===== config.mk =====
export PLATFORM = sky130hd
export DESIGN_NAME = wave_oscillator
export DESIGN_NICKNAME = d
export VERILOG_FILES = /design/src/rtl/wave_oscillator.sv
export SDC_FILE = /design/constraint.sdc
export NUM_CORES = 1
export LEC_CHECK = 0
export CORE_MARGIN = 2
export CORE_UTILIZATION = 40
export DETAILED_ROUTE_END_ITERATION = 10
export GPL_TIMING_DRIVEN = 0
export PLACE_DENSITY = 0.62
export SETUP_SLACK_MARGIN = 0.2
export SYNTH_ARGS = -nofsm -noshare
export SYNTH_HDL_FRONTEND = slang
export SYNTH_SLANG_ARGS = --single-unit

===== constraint.sdc =====
create_clock -name clk -period 6.1 [get_ports clk]
set_clock_uncertainty 0.15 [all_clocks]
set_input_delay 0.915 -clock clk [delete_from_list [all_inputs] [get_ports clk]]
set_output_delay 0.915 -clock clk [all_outputs]
set_load 0.005 [all_outputs]

===== src/rtl/wave_oscillator.sv =====
// +----------------------------------------------------------------------------+
// | wave_oscillator: phase-accumulator oscillator producing sine, triangle,    |
// | saw and square samples through a two-stage pipeline.                       |
// | Optional hard-sync output sync_out when WAVE_OSC_SYNC_EN is defined.       |
// | Revision: 1.0                                                              |
// +----------------------------------------------------------------------------+
`default_nettype none

module wave_oscillator #(
  parameter int PHASE_W = 16,
  parameter int OUT_W   = 11
) (
  input  logic               clk,
  input  logic               rst_n,
  input  logic               en,
  input  logic               sample_tick,
  input  logic [PHASE_W-1:0] tune_word,
  input  logic [1:0]         mode,
  input  logic               phase_reset,
  output logic [OUT_W-1:0]   sample,
`ifdef WAVE_OSC_SYNC_EN
  output logic               sync_out,
`endif
  output logic               sample_valid
);

  // Only the top phase bits feed any waveform; keep just those in stage 1.
  localparam int c_p_bits = (OUT_W + 1 > 8) ? OUT_W + 1 : 8;

  localparam logic [1:0] c_mode_sine   = 2'd0;
  localparam logic [1:0] c_mode_tri    = 2'd1;
  localparam logic [1:0] c_mode_saw    = 2'd2;
  localparam logic [1:0] c_mode_square = 2'd3;

  logic [PHASE_W-1:0]  r_acc;
  logic [c_p_bits-1:0] r_p;
  logic [1:0]          r_mode;
  logic                r_v1;

  logic                w_accept;
  logic [PHASE_W-1:0]  w_base;
  logic [PHASE_W-1:0]  w_next_acc;
  logic [7:0]          w_k;
  logic [7:0]          w_kf;
  logic [10:0]         w_sine11;
  logic [OUT_W-1:0]    w_sine;
  logic [OUT_W-1:0]    w_tri_x;
  logic                w_msb;
  logic [OUT_W-1:0]    w_wave;

  // T[j] = round-half-up(1023.5*(1-cos(pi*j/128))), j = 0..64
  function automatic logic [10:0] quarter_sine(input logic [6:0] j);
    logic [10:0] t;
    t = 11'd0;
    case (j)
      7'd0:  t = 11'd0;    7'd1:  t = 11'd0;    7'd2:  t = 11'd1;    7'd3:  t = 11'd3;
      7'd4:  t = 11'd5;    7'd5:  t = 11'd8;    7'd6:  t = 11'd11;   7'd7:  t = 11'd15;
      7'd8:  t = 11'd20;   7'd9:  t = 11'd25;   7'd10: t = 11'd31;   7'd11: t = 11'd37;
      7'd12: t = 11'd44;   7'd13: t = 11'd52;   7'd14: t = 11'd60;   7'd15: t = 11'd69;
      7'd16: t = 11'd78;   7'd17: t = 11'd88;   7'd18: t = 11'd98;   7'd19: t = 11'd109;
      7'd20: t = 11'd121;  7'd21: t = 11'd133;  7'd22: t = 11'd146;  7'd23: t = 11'd159;
      7'd24: t = 11'd172;  7'd25: t = 11'd187;  7'd26: t = 11'd201;  7'd27: t = 11'd217;
      7'd28: t = 11'd232;  7'd29: t = 11'd248;  7'd30: t = 11'd265;  7'd31: t = 11'd282;
      7'd32: t = 11'd300;  7'd33: t = 11'd318;  7'd34: t = 11'd336;  7'd35: t = 11'd355;
      7'd36: t = 11'd374;  7'd37: t = 11'd394;  7'd38: t = 11'd414;  7'd39: t = 11'd434;
      7'd40: t = 11'd455;  7'd41: t = 11'd476;  7'd42: t = 11'd497;  7'd43: t = 11'd519;
      7'd44: t = 11'd541;  7'd45: t = 11'd563;  7'd46: t = 11'd586;  7'd47: t = 11'd609;
      7'd48: t = 11'd632;  7'd49: t = 11'd655;  7'd50: t = 11'd679;  7'd51: t = 11'd702;
      7'd52: t = 11'd726;  7'd53: t = 11'd751;  7'd54: t = 11'd775;  7'd55: t = 11'd799;
      7'd56: t = 11'd824;  7'd57: t = 11'd849;  7'd58: t = 11'd873;  7'd59: t = 11'd898;
      7'd60: t = 11'd923;  7'd61: t = 11'd948;  7'd62: t = 11'd973;  7'd63: t = 11'd998;
      7'd64: t = 11'd1024;
      default: t = 11'd0;
    endcase
    return t;
  endfunction

  assign w_accept   = en & sample_tick;
  assign w_base     = phase_reset ? '0 : r_acc;
  assign w_next_acc = w_base + tune_word;

  // Stage 1: latch pre-increment phase and mode, advance the accumulator.
  always_ff @(posedge clk or negedge rst_n) begin
    if (!rst_n) begin
      r_acc  <= '0;
      r_p    <= '0;
      r_mode <= c_mode_sine;
      r_v1   <= 1'b0;
    end else begin
      r_v1 <= w_accept;
      if (w_accept) begin
        r_p    <= w_base[PHASE_W-1 -: c_p_bits];
        r_mode <= mode;
        r_acc  <= w_next_acc;
      end else if (phase_reset) begin
        r_acc  <= '0;
      end
    end
  end

  // Sine: fold the second half onto the first, then mirror the quarter table.
  assign w_k      = r_p[c_p_bits-1 -: 8];
  assign w_kf     = (w_k > 8'd128) ? (8'd0 - w_k) : w_k;
  assign w_sine11 = (w_kf < 8'd64) ? quarter_sine(w_kf[6:0])
                                   : 11'd2047 - quarter_sine(7'(8'd128 - w_kf));

  generate
    if (OUT_W > 11) begin : g_scale_up
      assign w_sine = {w_sine11, {(OUT_W-11){1'b0}}};
    end else if (OUT_W < 11) begin : g_scale_down
      assign w_sine = w_sine11[10 -: OUT_W];
    end else begin : g_scale_none
      assign w_sine = w_sine11;
    end
  endgenerate

  assign w_msb   = r_p[c_p_bits-1];
  assign w_tri_x = r_p[c_p_bits-2 -: OUT_W];

  always_comb begin
    w_wave = '0;
    case (r_mode)
      c_mode_sine:   w_wave = w_sine;
      c_mode_tri:    w_wave = w_msb ? ~w_tri_x : w_tri_x;
      c_mode_saw:    w_wave = r_p[c_p_bits-1 -: OUT_W];
      c_mode_square: w_wave = {OUT_W{w_msb}};
      default:       w_wave = '0;
    endcase
  end

  // Stage 2: register the waveform; sample holds between valid pulses.
  always_ff @(posedge clk or negedge rst_n) begin
    if (!rst_n) begin
      sample       <= '0;
      sample_valid <= 1'b0;
    end else begin
      sample_valid <= r_v1;
      if (r_v1) begin
        sample <= w_wave;
      end
    end
  end

`ifdef WAVE_OSC_SYNC_EN
  logic w_carry;
  logic r_wrap_pend;
  logic r_sync1;

  // The unsigned sum wrapped iff it ended up smaller than the addend.
  assign w_carry = (w_next_acc < tune_word);

  always_ff @(posedge clk or negedge rst_n) begin
    if (!rst_n) begin
      r_wrap_pend <= 1'b0;
      r_sync1     <= 1'b0;
      sync_out    <= 1'b0;
    end else begin
      sync_out <= r_v1 & r_sync1;
      if (w_accept) begin
        r_sync1     <= r_wrap_pend | phase_reset;
        r_wrap_pend <= w_carry;
      end else if (phase_reset) begin
        r_wrap_pend <= 1'b1;
      end
    end
  end
`endif

endmodule

`default_nettype wire


==> flow_metrics.tcl <==
set metrics [dict create \
    power_switching_mw 0.981 \
    grt_first_pass_wirelength_um 32400 \
    cp_common_cell "buf_2" \
    ir_worst_vdd_mv 0.121 \
    cp-startpoint "r_p[4]$_DFFE_PN0P_" \
    drt_first_pass_iters 6 \
    h-tree-depth 2 \
    worstSetupPathType "reg -> reg" \
    synth-seq-cells 43 \
    layout-drive-gt1-share 0.123 \
    tightest_slew_ns 0.737 \
    diodes 0 \
    min_path_type "reg -> reg" \
    powerDensity_nw_per_um2 315 \
    multi_input_area_um2 4100 \
    grt_antenna_before_repair 0 \
    grt_max_degree 23 \
    grt-ovfl-total 0 \
    swShare 0.496 \
    outcome "finished, final reports clean" \
    post_drt_via_cell_ratio 6.54 \
    rsz0062_at_grt "false" \
    synth_area_um2 5490 \
    r2r_start "r_p[4]$_DFFE_PN0P_" \
    cap_violations 0 \
    clk_pin_slew_ns 0.07 \
    ys_seq_area_frac 0.196 \
    cts-root-buf "clkbuf_16" \
    layout.cells.non_filler 913 \
    synthFlopType "dfrtp_1" \
    p_int_mw 0.997 \
    drt_wl_total_um 20600 \
    start_kind "register" \
    endpoint_kind "register" \
    fin_nets 794 \
    ios 35 \
    syn_avg_cell_area_um2 7.91 \
    fin_area_um2 6280 \
    cts_tree "built" \
    die_w_um 121 \
    route.detailed.drc 0 \
    synthArstFlopShare 1.00 \
    hold_viol_final 0 \
    initial_core_util 0.413 \
    ys_warn_count 0 \
    fillCellCount 1398 \
    pwr-share-seq 0.183 \
    pwr-share-comb 0.675 \
    cts_inserted_buffers 5 \
    yosysUniqueCellTypes 92 \
    syn_nets 752 \
    dp.cells 904 \
    worstHoldStart "r_v1$_DFF_PN0_" \
    p_total_mw 1.98 \
    cts_buffer_depth 2 \
    synth.area.top_cells "dfrtp_1 (20%), ha_1 (7.8%), nand2_1 (4.3%)" \
    synth.largest_area_cell "dfrtp_1" \
    power.leakage_nw 2.43 \
    setup_slack_ns 0.327 \
    gp_congestion 0.991 \
    slowest_delay_ns 0.51 \
    pre_cts_slack_ns -0.734 \
    regArea_um2 1080 \
    clk_latency_ns 0.29 \
    fin_tns_setup_ns 0 \
    routedWlPerCell_um 22.6 \
    pwr-share-clk 0.142 \
    finalCriticalPeriod_ns 5.77 \
    slew_violations 0 \
    grt_usage 0.285 \
    crit_path_max_fanout 13 \
    required_ns 6.11 \
    core_um2 13300 \
    fmax_ghz 0.173 \
    drtAntennaViolNets 0 \
    die_y_um 121 \
    min_period_over_period 0.946 \
    crit_slowest_cell "dfrtp_1" \
    via_count 5971 \
    syn_to_final_growth_pct 14.5 \
    die-area_um2 14700 \
    dp_hpwl_um 15600 \
    relSlewSlack 0.506 \
    cts_sinks 43 \
    setup_viol 0 \
    synth_edf_count 0 \
    std_cell_rows 42 \
    netlist.area_leader.share 0.196 \
    post_dp_cell_area_um2 6060 \
    portBuffers 33 \
    drt_iter0_drc 693 \
    worstPathCellList "clkbuf_4 > inv_1 > clkbuf_4 > ha_1 > buf_2 > nand2b_2 > o32a_1 > nand2_2 > inv_2 > buf_4 > ha_1 > nor2b_4 > a21oi_1 > a211o_1 > buf_2 > buf_2 > a32oi_1 > a31oi_1 > o311ai_2 > nand3_1" \
    grt_pass1_vias 5681 \
    synthCells 694 \
    timing.critical_path.arrival_ns 5.78 \
]
-- cells in the final DEF, fill, tap and decap left out, types with 6 or more instances in the layout --
master           synthesis  layout
xor2_1                   6       6
nor2b_1                 30      29
dfrtp_1                 43      43
or3_1                    6       6
nor3_1                  23      23
nor2_1                  51      51
o31ai_1                 10      10
nand2_1                 63      63
a21oi_1                 35      35
a211oi_1                17      16
o21ai_0                 44      44
a311oi_1                10      10
ha_1                    34      34
buf_2                   12      11
nand3_1                 23      23
a31oi_1                 20      20
inv_1                   18      18
nor4_1                   9       8
o211ai_1                13      13
mux2_2                  10      10
xnor2_1                 21      21
and3_1                   7       7
clkbuf_1                35      31
clkdlybuf4s50_1          0      32
nand2b_1                 9       7
mux4_2                   6       6
buf_4                    4       6
-- layout make-up --
cell class	count	share of cell area
Buffer	57	0.0462
Tap cell	176	0.0351
Timing Repair Buffer	35	0.0574
Inverter	22	0.0131
Multi-Input combinational cell	572	0.653
Clock inverter	3	0.00378
Sequential cell	43	0.171
Clock buffer	5	0.0199
-- cell usage after synthesis, drive strengths merged, types with 13 or more instances --
cell,count
o211ai,13
nor2,51
dfrtp,43
inv,21
nand3,23
nor2b,30
a211oi,18
a31oi,20
xnor2,25
ha,34
o21ai,49
nand2,65
a21oi,35
clkbuf,36
nor3,25
buf,21
-- through the flow --
stage | hold slack [ns] | utilization
floorplan | 0.222 | -
global placement | 0.290 | 0.454
CTS | 0.303 | 0.470
finish | 0.312 | 0.472
global route | 0.304 | 0.472
detailed placement | 0.294 | 0.456
-- routing by layer --
metal,vias to the layer above,track usage,part of all wire
met5,-,0,0
met4,0,0.132,0.048
met3,64,0.0437,0.082
met2,333,0.481,0.48
met1,2848,0.357,0.39
li1,2726,-,-
-- cells by family (layout without fill, tap and decap cells) --
| group | after synthesis | in the layout | synth area share |
|---|---|---|---|
| simple gates | 248 | 248 | 0.230 |
| compound gates | 235 | 235 | 0.309 |
| buf+inv | 79 | 122 | 0.0652 |
| flops | 43 | 43 | 0.196 |
| fa+ha+maj | 35 | 35 | 0.0812 |
| xor+xnor | 31 | 31 | 0.0570 |
| mux | 23 | 23 | 0.0611 |
-- what timing repair did --
action | in CTS | in global routing
endpoints found under the hold margin | 0 | 0
hold buffers | 0 | 0
gates resized for setup | 11 | 9
endpoints found under the setup margin | 11 | 10
cloned | 0 | 0
pin swaps | 0 | 1
buffers inserted | 0 | 1
-- power by group through the flow --
stage                     clock network (mW)  logic (mW)  registers (mW)
after global placement                     0        1.26           0.366
after floorplan                            0       0.881           0.362
after global routing                   0.297        1.42           0.370
after CTS                              0.284        1.28           0.363
final                                  0.280        1.33           0.363
after detailed placement                   0        1.26           0.368
-- state kept, by name, indices dropped and copies added (netlist names) --
name	cells
r_acc	16
sample	11
r_mode	2
r_v1	1
sample_valid	1
r_p	12
-- final timing paths --
path | endpoint | slack (ns) | depth (start not counted)
max in group asynchronous | r_p[1]$_DFFE_PN0P_ | 4.80 | 2
hold reg to reg | sample_valid$_DFF_PN0_ | 0.31 | 0
min in group asynchronous | r_p[8]$_DFFE_PN0P_ | 0.48 | 1
setup / recovery | sample[0]$_DFFE_PN0P_ | 0.33 | 20
hold / removal | sample_valid$_DFF_PN0_ | 0.31 | 0
setup reg to reg | sample[0]$_DFFE_PN0P_ | 0.33 | 20
-- critical path, delay by kind of cell, from the launching register on --
family / cells / cell delay (ns)
AND/OR/NAND/NOR: 4 / 0.88
flip-flops: 1 / 0.51
buffers and inverters: 8 / 1.82
AO/OA/AOI/OAI: 6 / 1.56
adder cells (fa/ha/maj): 2 / 0.68
No activity file was read; power rests on OpenSTA's default activity.
